--- src/rtl/dqn_pkg.sv ---
// Shared DQN datapath definitions: the fp32 word type, fp32 constants, a NaN test
// and the exploration LFSR seed/taps.
package dqn_pkg;

  localparam int DATA_WIDTH = 32;

  typedef logic [DATA_WIDTH-1:0] fp32_t;

  localparam fp32_t FP32_NEG_INF  = 32'hFF80_0000;
  localparam fp32_t FP32_POS_ZERO = 32'h0000_0000;

  // Right-shifting Galois form of x^16 + x^14 + x^13 + x^11 + 1
  localparam logic [15:0] LFSR_SEED = 16'hACE1;
  localparam logic [15:0] LFSR_TAPS = 16'hB400;

  function automatic logic is_nan(input fp32_t x);
    return (x[30:23] == 8'hFF) && (x[22:0] != 23'd0);
  endfunction

endpackage

--- src/rtl/fp32_gt.sv ---
// Combinational fp32 "a beats b": ordered compare with -0 == +0 and denormals
// compared as-is. A NaN never wins, and any non-NaN beats a NaN.
module fp32_gt
  import dqn_pkg::*;
(
  input  fp32_t a,
  input  fp32_t b,
  output logic  gt
);

  logic  a_nan, b_nan, both_zero;
  fp32_t key_a, key_b;

  // Map sign-magnitude onto an unsigned total order so a plain compare works.
  assign key_a     = a[31] ? ~a : {1'b1, a[30:0]};
  assign key_b     = b[31] ? ~b : {1'b1, b[30:0]};
  assign a_nan     = is_nan(a);
  assign b_nan     = is_nan(b);
  assign both_zero = (a[30:0] == 31'd0) && (b[30:0] == 31'd0);

  always_comb begin
    if (a_nan)          gt = 1'b0;
    else if (b_nan)     gt = 1'b1;
    else if (both_zero) gt = 1'b0;
    else                gt = key_a > key_b;
  end

endmodule

--- src/rtl/q_action_select.sv ---
// Greedy action selection over a stream of NUM_ACTIONS fp32 Q-values.
// Optional epsilon-greedy exploration is built when ACTION_EPSILON_GREEDY_EN is defined.
module q_action_select
  import dqn_pkg::*;
#(
  parameter  int NUM_ACTIONS = 3,
  localparam int ACT_W       = $clog2(NUM_ACTIONS)
) (
  input  logic                  clk,
  input  logic                  rst_n,
  input  logic                  i_clear,
  input  logic                  i_valid,
  input  logic [DATA_WIDTH-1:0] i_data,
  input  logic [15:0]           i_epsilon,
  output logic                  o_valid,
  output logic [ACT_W-1:0]      o_action,
  output logic [DATA_WIDTH-1:0] o_max_q,
  output logic                  o_explore,
  output logic                  o_busy
);

  localparam logic [1:0] S_IDLE  = 2'd0;
  localparam logic [1:0] S_ACCUM = 2'd1;
  localparam logic [1:0] S_EMIT  = 2'd2;

  localparam logic [ACT_W-1:0] LAST_IDX = ACT_W'(NUM_ACTIONS - 1);

  logic [1:0]       state_q, state_d;
  logic [ACT_W-1:0] cnt_q, cnt_d;
  fp32_t            best_val_q, best_val_d;
  logic [ACT_W-1:0] best_idx_q, best_idx_d;
  logic [ACT_W-1:0] action_q, action_d;
  fp32_t            max_val_q, max_val_d;
  logic             explore_q, explore_d;

  logic             new_wins, take_new;
  fp32_t            cand_val;
  logic [ACT_W-1:0] cand_idx;
  logic             explore_pick;
  logic [ACT_W-1:0] rand_idx;

  fp32_gt u_gt (
    .a  (i_data),
    .b  (best_val_q),
    .gt (new_wins)
  );

  // The incoming beat is folded in combinationally, so the last beat lands directly in the result.
  assign take_new = (cnt_q == '0) || new_wins;
  assign cand_val = take_new ? i_data : best_val_q;
  assign cand_idx = take_new ? cnt_q  : best_idx_q;

`ifdef ACTION_EPSILON_GREEDY_EN
  logic [15:0]      lfsr_q, lfsr_d;
  logic [ACT_W-1:0] rr_q, rr_d;

  always_comb begin
    lfsr_d = {1'b0, lfsr_q[15:1]} ^ (lfsr_q[0] ? LFSR_TAPS : 16'h0000);
    rr_d   = (rr_q == LAST_IDX) ? '0 : rr_q + ACT_W'(1);
  end

  always_ff @(posedge clk or negedge rst_n) begin
    if (!rst_n) begin
      lfsr_q <= LFSR_SEED;
      rr_q   <= '0;
    end else begin
      lfsr_q <= lfsr_d;
      rr_q   <= rr_d;
    end
  end

  assign explore_pick = lfsr_q < i_epsilon;
  assign rand_idx     = rr_q;
`else
  logic unused_epsilon;
  assign unused_epsilon = ^i_epsilon;
  assign explore_pick   = 1'b0;
  assign rand_idx       = '0;
`endif

  always_comb begin
    state_d    = state_q;
    cnt_d      = cnt_q;
    best_val_d = best_val_q;
    best_idx_d = best_idx_q;
    action_d   = action_q;
    max_val_d  = max_val_q;
    explore_d  = explore_q;
    if (i_clear) begin
      state_d = S_IDLE;
      cnt_d   = '0;
    end else if (i_valid) begin
      best_val_d = cand_val;
      best_idx_d = cand_idx;
      if (cnt_q == LAST_IDX) begin
        state_d   = S_EMIT;
        cnt_d     = '0;
        max_val_d = cand_val;
        action_d  = explore_pick ? rand_idx : cand_idx;
        explore_d = explore_pick;
      end else begin
        state_d = S_ACCUM;
        cnt_d   = cnt_q + ACT_W'(1);
      end
    end else if (state_q == S_EMIT) begin
      state_d = S_IDLE;
    end
  end

  always_ff @(posedge clk or negedge rst_n) begin
    if (!rst_n) begin
      state_q    <= S_IDLE;
      cnt_q      <= '0;
      best_val_q <= FP32_NEG_INF;
      best_idx_q <= '0;
      action_q   <= '0;
      max_val_q  <= FP32_NEG_INF;
      explore_q  <= 1'b0;
    end else begin
      state_q    <= state_d;
      cnt_q      <= cnt_d;
      best_val_q <= best_val_d;
      best_idx_q <= best_idx_d;
      action_q   <= action_d;
      max_val_q  <= max_val_d;
      explore_q  <= explore_d;
    end
  end

  assign o_valid   = (state_q == S_EMIT);
  assign o_busy    = (state_q == S_ACCUM);
  assign o_action  = action_q;
  assign o_max_q   = max_val_q;
  assign o_explore = explore_q;

endmodule
--- config.mk ---
export PLATFORM = sky130hd
export DESIGN_NAME = q_action_select
export DESIGN_NICKNAME = d
export VERILOG_FILES = /design/src/rtl/dqn_pkg.sv /design/src/rtl/fp32_gt.sv /design/src/rtl/q_action_select.sv
export SDC_FILE = /design/constraint.sdc
export NUM_CORES = 1
export LEC_CHECK = 0
export ABC_AREA = 1
export CAP_MARGIN = 20
export CORE_MARGIN = 4
export CORE_UTILIZATION = 49
export CTS_CLUSTER_SIZE = 40
export DETAILED_ROUTE_END_ITERATION = 8
export PLACE_DENSITY = 0.89
export SYNTH_ARGS = -nofsm -noshare
export SYNTH_HDL_FRONTEND = slang
export SYNTH_SLANG_ARGS = --single-unit
--- constraint.sdc ---
create_clock -name clk -period 2.9 [get_ports clk]
set_input_delay 0.58 -clock clk [delete_from_list [all_inputs] [get_ports clk]]
set_output_delay 0.58 -clock clk [all_outputs]
set_load 0.02 [all_outputs]
==> reports/results.ini, run 1 <==
[floorplan]
die_w_um=110.2
pin_count=89
core_um2=10230
dieArea_um2=12150
rows=37
die_h_um=110.2
initial_core_util_pct=50.04

[clocking]
cts_htree_levels=3
post_cts_resized=0
clk-insertion-delay-late_ns=0.36
clock_path_buffers=2
cts_setup_buffers=0
cts_tree=built
clock-sinks=72
cts_buffers=9
postCtsHoldBufs=0
cts-root-buf=clkbuf_8
path_clk_slew_ns=0.07

[timing]
rsz0062_at_grt=false
period_share_pct=92.33
period_needed_ns=2.678
maxSlewHeadroom_pct=62.65
timing.hold.ws_ns=0.1909
worst_pin_slew_ns=0.5589
maxClockFrequency_mhz=373.5
fin_skew_ns=0.01750
slew_violations=0
finalSetupViolCount=0
finalHoldViolations=0

[synth]
synth_area_leaders=dfrtp_1 (26%), nand2_1 (14%), nand3_1 (11%)
ys_seq_elements=72
synth_nets=762
synth.most_common_cell=nand2_1
yosys.area.top_type=dfrtp_1
yosysSeqAreaShare_pct=35.63
yosysTopAreaCellShare_pct=26.39
async_flop_share_pct=100.0
syn-instance-count=678
yosys_warnings=0
synth_edf_count=0
yosysUniqueCellTypes=32
syn_avg_cell_area_um2=7.551
synthFlopType=dfrtp_1
ys_top_cells_by_count=nand2_1 (185), nand3_1 (108), dfrtp_1 (54), inv_1 (50), ha_1 (32)
syn-cell-area_um2=5120

[global_route]
grt_pass1_wl_mm=21.20
grt_max_degree=37
grt_overflow=0
grt_use_total_pct=22.36
antenna_found_initial=0
first_global_vias=4624

[routing]
viasPerCell=5.208
avgRoutedWirePerCell_um=14.20
drtIter0Drc=195
vias=4724
drt_first_pass_iters=5
ant_nets=0
wirelength_mm=12.88
drc=0

[status]
outcome=finished, final reports clean

[placement]
post-dp-hpwl_mm=9.497
placed_area_um2=6220
place_congestion=0.9526
io_buffers=71

[worst_setup_path]
r2r_cells=17
worstReg2RegEnd=o_max_q[22]$_DFFE_PN0P_
crit_type=in2reg
cp-startpoint=i_data[13]
setup.worst_path.end_class=register
r2r_slack_ns=0.23
worstPathMaxFanout=16
crit_arrival_ns=2.91
r2r_start=best_val_q[31]$_DFFE_PN1P_
crit_end=o_max_q[22]$_DFFE_PN0P_
crit_required_ns=3.14
critPathLaunchType=input port

[power]
leakagePower_nw=3.197
vdd_drop_max_uv=359.8
power.density_nw_per_um2=709.6

[finish]
final_area_um2=6399
synthToLayoutAreaGrowth_pct=24.98
drive_above_1_share_pct=17.51
nets=850
diodes=0

[job]
maxCapViolCount=0

[worst_hold_path]
hp-class=in2async

[state kept, by name (all words and copies together) (netlist names)]
signal,flops
o_max_q,32
cnt_q,2
best_idx_q,2
best_val_q,32
o_action,2
state_q,2
[stage by stage]
step / cells / power (mW) / worst slack [ns] / utilization [%] / TNS (ns)
after floorplan: 678 / 2.972 / 0.009884 / - / 0
after global placement: 891 / 3.707 / -0.03991 / 60.79 / -0.4658
after detailed placement: 891 / 3.789 / -0.1382 / 60.79 / -5.852
after CTS: 907 / 4.562 / 0.1810 / 62.52 / 0
after global routing: 907 / 4.888 / 0.04747 / 62.54 / 0
final: 907 / 4.540 / 0.2225 / 62.54 / 0
[critical path: stages]
cell and delay (ns):
clkdlybuf4s50_1 0.48, xor2_1 0.18, ha_1 0.31, nand2_1 0.08, nor3_1 0.24, nand2_1 0.08
nand2_1 0.08, nand2_1 0.06, nand2_1 0.06, nand2_1 0.05, nand2_2 0.09, nand2_4 0.08
nand2_4 0.12, buf_12 0.18, nand2_2 0.06, nand3_1 0.08, nand2_1 0.07
[where the power goes]
| group | internal, mW | switching (mW) |
|---|---|---|
| logic | 1.02 | 1.25 |
| clock network | 0.362 | 0.389 |
| registers | 1.32 | 0.204 |
[metal layers]
| layer | vias to the layer above | global-route usage (%) | routed length [um] |
|---|---|---|---|
| li1 | 2333 | - | - |
| met1 | 2212 | 28.61 | 5676 |
| met2 | 150 | 37.39 | 6132 |
| met3 | 29 | 4.019 | 766 |
| met4 | 0 | 9.059 | 299 |
| met5 | - | 0 | 0 |
[worst min path at each step]
stage / end / startpoint / slack [ns]
detailed placement: o_max_q[30]$_DFFE_PN1P_ / o_max_q[30]$_DFFE_PN1P_ / 0.46
floorplan: best_idx_q[0]$_DFFE_PN0P_ / rst_n / 0.28
global route: o_action[0]$_DFFE_PN0P_ / rst_n / 0.20
global placement: o_max_q[31]$_DFFE_PN1P_ / o_max_q[31]$_DFFE_PN1P_ / 0.46
CTS: o_max_q[1]$_DFFE_PN0P_ / rst_n / 0.19
finish: o_max_q[1]$_DFFE_PN0P_ / rst_n / 0.19
[area by class of cell]
cell class,count,area [um^2]
Inverter,80,300.3
Clock inverter,3,16.27
Fill cell,864,3832
Tap cell,136,170.2
Clock buffer,13,160.2
Multi-Input combinational cell,496,2844
Timing Repair Buffer,107,1084
Sequential cell,72,1824
[cell usage in the layout (no fill, tap or decap), types with 19 or more instances in the layout]
master	n
buf_4	27
clkdlybuf4s50_1	69
dfrtp_1	54
nand3_1	108
nand2_2	22
nand4_1	19
xnor2_1	31
nand2_1	185
nor2_1	26
ha_1	32
inv_2	28
inv_1	50
xor2_1	31
[logic make-up after synthesis]
| logic type | share of synthesized area, % |
|---|---|
| AO/OA/AOI/OAI | 2.737 |
| adder cells (fa/ha/maj) | 7.820 |
| flip-flops | 35.63 |
| other | 0.07324 |
| XOR/XNOR | 10.61 |
| buffers and inverters | 8.871 |
| AND/OR/NAND/NOR | 34.26 |
No activity file was read; power rests on OpenSTA's default activity.
==> inputs of run 2 (changes only) <==
- CORE_ASPECT_RATIO: not set -> 0.7
- SKIP_LAST_GASP: not set -> 1
==> reports/results.ini, run 2 (synthesized netlist as in run 1, its figures left out) <==
[clocking]
path_clk_slew_ns=0.06
clock-sinks=72
cts_buffers=9
clock_path_buffers=2
cts_tree=built
cts-root-buf=clkbuf_16
cts_htree_levels=3
postCtsHoldBufs=0
clk-insertion-delay-late_ns=0.35

[routing]
ant_nets=0
wirelength_mm=13.88
viasPerCell=5.371
vias=4893
drtIter0Drc=448
avgRoutedWirePerCell_um=15.23
drc=0
drt_first_pass_iters=5

[placement]
place_congestion=0.9216
io_buffers=71
post-dp-hpwl_mm=9.795
dp_worst_setup_slack_ns=-0.2150

[global_route]
grt_max_degree=58
first_global_vias=4704
antenna_found_initial=0
busiest_layer=met2
grt_use_total_pct=23.70
grt_pass1_wl_mm=22.89
use_met2_pct=35.49
grt_overflow=0
use_met1_pct=34.65
grt_use_met3_pct=5.537

[floorplan]
die_w_um=130.2
core_um2=9947
dieArea_um2=12170
die_h_um=93.53
pin_count=89
initial_core_util_pct=51.47
rows=30

[power]
power.density_nw_per_um2=755.0
leakagePower_nw=3.318
vdd_drop_max_uv=441.1
total_power_mw=4.997

[timing]
slew_violations=0
fin_skew_ns=0.007720
finalSetupViolCount=0
period_needed_ns=2.856
period_share_pct=98.47
maxSlewHeadroom_pct=62.36
maxClockFrequency_mhz=350.2
rsz0062_at_grt=true
setup_ws_ns=0.04432
finalHoldViolations=0
worst_pin_slew_ns=0.5632

[job]
maxCapViolCount=0

[worst_hold_path]
hp-class=in2async

[worst_setup_path]
critPathLaunchType=input port
cpMostUsedCell=nand2_1
crit_arrival_ns=3.14
cp-startpoint=i_data[22]
setup.worst_path.end_class=register
crit_type=in2reg
r2r_start=best_val_q[31]$_DFFE_PN1P_
cpMaxStageDelayCell=clkdlybuf4s50_1
cp_slowest_stage_delay_ns=0.53
crit_chain=clkdlybuf4s50_1, xor2_1, ha_1, nand2_1, nor2_1, nor2_1, nand3_1, a21oi_1, nand2_1, nand2_1, nand2_2, nand2_4, nand2_8, buf_12, nand2_2, nand3_1, nand2_1
crit_required_ns=3.18
worstPathMaxFanout=11

[finish]
final_common_cell=nand2_1
nets=862
drive_above_1_share_pct=19.67
fillCellCount=774
diodes=0
synthToLayoutAreaGrowth_pct=29.28
final_cell_mix=nand2_1 (185), nand3_1 (108), clkdlybuf4s50_1 (66)

[status]
outcome=finished, final reports clean

## run 2: final timing paths
path,to,slack (ns),cells past startpoint
worst max register to register,o_max_q[28]$_DFFE_PN1P_,0.10,17
min in group clk,o_max_q[27]$_DFFE_PN1P_,0.47,2
worst min register to register,o_max_q[27]$_DFFE_PN1P_,0.47,2
worst min-delay path,o_max_q[2]$_DFFE_PN0P_,0.17,1
max in group asynchronous,best_val_q[23]$_DFFE_PN1P_,2.05,2
worst max-delay path,o_max_q[28]$_DFFE_PN1P_,0.04,17
## run 2: per-stage QoR
step / setup TNS (ns) / utilization, % / cells / cell area [um^2] / hold WS, ns
floorplan: 0 / - / 678 / 5121 / 0.2844
detailed placement: -9.302 / 62.96 / 890 / 6262 / 0.4601
global route: -3.143 / 66.54 / 911 / 6619 / 0.1802
CTS: 0 / 65.81 / 906 / 6546 / 0.1686
global placement: -4.727 / 62.96 / 890 / 6262 / 0.4553
finish: 0 / 66.54 / 911 / 6619 / 0.1656
## run 2: timing repair
item	4_1_cts	5_1_grt
buffers inserted	0	5
endpoints found under the setup margin	0	55
gates resized for setup	0	9
## run 2: area by class of cell
type | instances | area [um^2] | area share [%]
Clock buffer | 10 | 239.0 | 3.611
Timing Repair Buffer | 119 | 1181 | 17.84
Inverter | 80 | 300.3 | 4.537
Clock inverter | 6 | 45.04 | 0.6805
Tap cell | 128 | 160.2 | 2.420
Multi-Input combinational cell | 496 | 2869 | 43.35
Sequential cell | 72 | 1824 | 27.56
## run 2: layer usage
metal	vias to the layer above	routed length, um	part of all wire [%]
li1	2356	-	-
met1	2281	6252	45
met2	237	6228	45
met3	19	1213	8.7
met4	0	183	1.3
met5	-	0	0
## run 2: power by group
group / leakage (nW) / internal, mW / switching (mW) / total (mW)
sequential: 0.879 / 1.32 / 0.211 / 1.53
combinational: 2.31 / 1.09 / 1.32 / 2.41
clock: 0.131 / 0.603 / 0.455 / 1.06
total: 3.32 / 3.01 / 1.99 / 5.00
## run 2: critical path: cells and delay by family
family / cells / cell delay, ns
AOI/OAI and AO/OA: 1 / 0.15
xor gates and xnor gates: 1 / 0.21
adders and majority gates: 1 / 0.28
buffers and inverters: 2 / 0.71
and+or+nand+nor: 12 / 1.20
